$ cat src/rtl/irq_controller.sv
// irq_controller: 8-source edge-triggered interrupt controller with fixed priority, PC redirect handshake and RETIRQ return
module irq_controller #(
  parameter int NSRC = 8
) (
  input  logic        clk,
  input  logic        rst,
  input  logic [7:0]  irq_src,
  input  logic        enable_pc,
  input  logic [31:0] pc,
  input  logic [11:0] opcode,
  input  logic        cfg_we,
  input  logic [1:0]  cfg_addr,
  input  logic [31:0] cfg_wdata,
  output logic [31:0] cfg_rdata,
  output logic        irr,
  output logic [31:0] irr_dest,
  output logic [31:0] irr_ret,
  output logic        irq_active
);
  typedef enum logic [1:0] {IDLE, REQ, SERVICE} state_t;
  state_t state, state_nx;
  logic [7:0] mask, pending, prev_src, eligible, clr;
  logic [31:0] vbase;
  logic [2:0] id, win;
  logic gie, ctrl, take, ret;
  assign eligible = gie ? pending & mask : 8'h0;
  assign irr = state == REQ && gie && mask[id];
  assign irq_active = state == SERVICE;
  assign ctrl = opcode[6:0] == 7'b1100011 || opcode[6:0] == 7'b1101111 || opcode[6:0] == 7'b1100111;
  assign take = irr && enable_pc && !ctrl;
  assign ret = enable_pc && opcode == 12'b001110011000;
  assign clr = (cfg_we && cfg_addr == 2'd2 ? cfg_wdata[7:0] : 8'h0) | (take ? 8'h1 << id : 8'h0);
  assign cfg_rdata = cfg_addr == 2'd0 ? {gie, 23'b0, mask} :
                     cfg_addr == 2'd1 ? vbase :
                     cfg_addr == 2'd2 ? {24'b0, pending} : {irq_active, 28'b0, id};
  always_comb begin
    win = 3'd0;
    for (int i = NSRC - 1; i >= 0; i--) win = eligible[i] ? 3'(i) : win;
  end
  always_comb begin
    state_nx = state;
    case (state)
      IDLE:    state_nx = |eligible ? REQ : IDLE;
      REQ:     state_nx = !irr ? IDLE : take ? SERVICE : REQ;
      SERVICE: state_nx = ret ? IDLE : SERVICE;
      default: state_nx = IDLE;
    endcase
  end
  always_ff @(posedge clk) begin
    if (!rst) state <= IDLE;
    else state <= state_nx;
  end
  always_ff @(posedge clk) begin
    if (!rst) begin
      mask <= 8'h0;
      gie <= 1'b0;
      vbase <= 32'h0;
      pending <= 8'h0;
      prev_src <= 8'h0;
      id <= 3'd0;
      irr_dest <= 32'h0;
      irr_ret <= 32'h0;
    end else begin
      prev_src <= irq_src;
      pending <= (pending & ~clr) | (irq_src & ~prev_src);
      if (state == IDLE && |eligible) begin
        id <= win;
        irr_dest <= vbase + {25'b0, win, 4'b0};
      end
      if (take) irr_ret <= pc + 32'd4;
      if (cfg_we && cfg_addr == 2'd0) begin
        mask <= cfg_wdata[7:0];
        gie <= cfg_wdata[31];
      end
      if (cfg_we && cfg_addr == 2'd1) vbase <= {cfg_wdata[31:4], 4'b0};
    end
  end
endmodule

$ cat config.mk
export PLATFORM = sky130hd
export DESIGN_NAME = irq_controller
export DESIGN_NICKNAME = d
export VERILOG_FILES = /design/src/rtl/irq_controller.sv
export SDC_FILE = /design/constraint.sdc
export NUM_CORES = 1
export LEC_CHECK = 0
export BUFFER_PORTS_ARGS = -buffer_cell sky130_fd_sc_hd__clkbuf_2
export CAP_MARGIN = 10
export CORE_MARGIN = 4
export CORE_UTILIZATION = 47
export CTS_CLUSTER_DIAMETER = 50
export DETAILED_ROUTE_END_ITERATION = 10
export GPL_TIMING_DRIVEN = 0
export PLACE_DENSITY_LB_ADDON = 0.2
export SKIP_CTS_REPAIR_TIMING = 1
export SYNTH_ARGS = -nofsm -noshare
export SYNTH_HDL_FRONTEND = slang
export SYNTH_SLANG_ARGS = --single-unit
$ cat constraint.sdc
create_clock -name clk -period 2.5 [get_ports clk]
set_input_delay 0.5 -clock clk [delete_from_list [all_inputs] [get_ports clk]]
set_output_delay 0.5 -clock clk [all_outputs]
set_load 0.02 [all_outputs]
==> flow_summary.ini <==
[run_status]
outcome = finished with violations
violations = setup timing

[floorplanning]
ios = 188
core_mm2 = 0.0127
die_area_mm2 = 0.0150
die_w_um = 123
rows = 41
initial_utilization_pct = 48.5
dieHeight_um = 123

[synthesis]
synth_compound_area_share_pct = 20.2
synth.yosys.seq_area_share_pct = 38.3
synth-async-reset-ratio_pct = 0
yosysWarnings = 0
synth_edf_count = 0
synth_top_family_by_area = simple AND/OR/NAND/NOR gates
synth-seq-cells = 118
synth_fa_ha_area_share_pct = 1.13
synth.avg_cell_area_um2 = 8.27
synthSimpleGateAreaFrac_pct = 24.4
ys.flop_type = dfxtp_1
netlist_instances = 747
synth_cell_types = 63
synthXorXnorAreaFrac_pct = 7.52
syn-cell-area_mm2 = 0.00617
synthMuxAreaShare_pct = 2.65

[drt]
drc = 0
routed_via_density = 5.38
firstDrtPassIters = 5
postRouteAntennaNets = 0
vias = 6132
drt_iter0_drc = 560
finalWirelength_um = 18400
wl_per_cell_um = 16.2

[final_layout]
final_util_pct = 62.9
areaGrowthSynthToFinish_pct = 29.7
postLayoutCellArea_mm2 = 0.00801
final_layout_size_suffix_gt1_share_pct = 31.4
fill_cells = 1213
instances_no_fill = 1139
final_common_cell = clkbuf_2
mostFrequentLayoutCells = clkbuf_2 (181), nand2_1 (126), dfxtp_1 (109)
diodes = 0
fin_nets = 1051

[placement]
placed_cell_area_mm2 = 0.00731
place.port_buffers = 182
post-place-ws_ps = -211
dp_hpwl_um = 14000
routabilityCongestion = 0.908
place_inst = 1104

[sta]
finalWorstSetupSlack_ps = -36.0
finalCriticalPeriod_ps = 2540
maxSlewViolCount = 0
whs_ps = 294
finClkSkew_ps = 10.8
tightest_slew_ps = 648
max_clock_freq_mhz = 394
setup_viol = 1
slew-limit-headroom_pct = 56.8
fin_crit_sh_pct = 101
hold_viol = 0
rsz0062_at_grt = yes

[pwr]
sw_frac_of_total_pct = 24.2
seqPwrFrac_pct = 44.0
combinationalPowerShare_pct = 8.7
p_leak_nw = 3.25
irDropWorstVdd_uv = 457
p_clk_share_pct = 47.3
powerDensity_mw_per_mm2 = 562
switching_power_mw = 1.09
intPower_mw = 3.41

[global_routing]
grt_usage_pct = 24.9
grt_start_max_net_pins = 17
grt_pass1_wl_um = 29300
antenna_found_initial = 0
grt_pass1_vias = 5839
overflow = 0

[setup_path]
r2r_slack_ps = -40
end_kind = flip-flop
crit_fanout = 5
cp-start-kind = flip-flop
crit_required_ps = 2840
arrival_ps = 2880
crit_type = reg -> reg

[clocking]
root_buffer = clkbuf_16
h-tree-depth = 4
cts_buffers = 17
cts_tree = built
clk_pin_slew_ps = 50
clk_latency_ps = 420
cts_sinks = 118
clock_path_buffers = 2

[hold_path]
hold_path.class = in -> reg

[job]
maxCapViolations = 0
registers in the layout (all words and copies together) (netlist names):
signal and count:
gie 1, id 3, irr_dest 28, irr_ret 32, mask 8, pending 8
prev_src 8, state 2, vbase 28
power groups by stage:
| stage | Combinational (mW) | Clock, mW | Sequential [mW] |
|---|---|---|---|
| 2_1_floorplan | 0.213 | 0 | 2.00 |
| 3_3_place_gp | 0.379 | 0 | 2.01 |
| 3_5_place_dp | 0.381 | 0 | 2.01 |
| 4_1_cts | 0.383 | 2.15 | 1.98 |
| 5_1_grt | 0.432 | 2.23 | 1.98 |
| 6_report | 0.391 | 2.13 | 1.98 |
worst max-delay path, cell delays in order, from the launching register on:
cell	delay, ps
dfxtp_4	360
nand2_2	50
a32o_1	250
a222oi_1	360
nor2_1	100
ha_2	210
inv_2	60
fa_2	240
nor2b_4	60
o2111a_2	320
and3_4	210
xnor2_2	120
a21oi_1	130
final cells by class:
class / instances / area [µm²] / share of cell area [%]
clock inverter: 5 / 25.0 / 0.313
clock buffer: 25 / 485 / 6.06
buffer: 53 / 290 / 3.62
tap: 172 / 215 / 2.69
inverter: 17 / 68.8 / 0.859
timing repair buffer: 188 / 958 / 12.0
multi-input combinational: 561 / 3590 / 44.8
sequential: 118 / 2380 / 29.7
routing by layer:
layer | wire length [µm] | up-vias | track usage (%)
met5 | 0 | - | 0
met4 | 339 | 0 | 8.40
met3 | 1530 | 27 | 7.42
met2 | 8450 | 208 | 39.6
met1 | 8120 | 2861 | 32.2
li1 | - | 3036 | -
synthesized netlist by cell type, drive strengths merged, types with 13 or more instances:
cell | n | area (µm²)
mux2i | 13 | 130
a211oi | 39 | 348
xor2 | 25 | 219
a21oi | 86 | 430
dfxtp | 118 | 2360
inv | 17 | 66.3
nand3 | 31 | 160
nand2 | 127 | 477
o21ai | 31 | 163
buf | 29 | 201
nand4 | 20 | 144
xnor2 | 28 | 245
and2 | 32 | 203
clkbuf | 25 | 93.8
nor2 | 32 | 140
stage by stage:
| stage | TNS [ps] | power [mW] |
|---|---|---|
| after detailed placement | -1610 | 2.40 |
| final | -36.0 | 4.50 |
| after global routing | -1200 | 4.64 |
| after floorplan | 0 | 2.22 |
| after CTS | -1940 | 4.51 |
| after global placement | -1730 | 2.39 |
logic make-up (layout without fill, tap and decap cells):
kind of cell | after synthesis | after routing
other cells | 1 | 4
simple gates | 293 | 293
xor+xnor | 53 | 53
flops | 118 | 118
mux | 16 | 16
compound gates | 190 | 190
buf+inv | 71 | 288
fa+ha+maj | 5 | 5
worst paths after layout:
check | end | depth (start not counted) | startpoint
setup / recovery | irr_dest[24] | 12 | pending[6]
hold / removal | prev_src[3] | 3 | irq_src[3]
setup reg to reg | irr_dest[24] | 12 | pending[6]
hold reg to reg | pending[1] | 1 | prev_src[1]
Note: power is estimated with default switching activity, not from simulation.
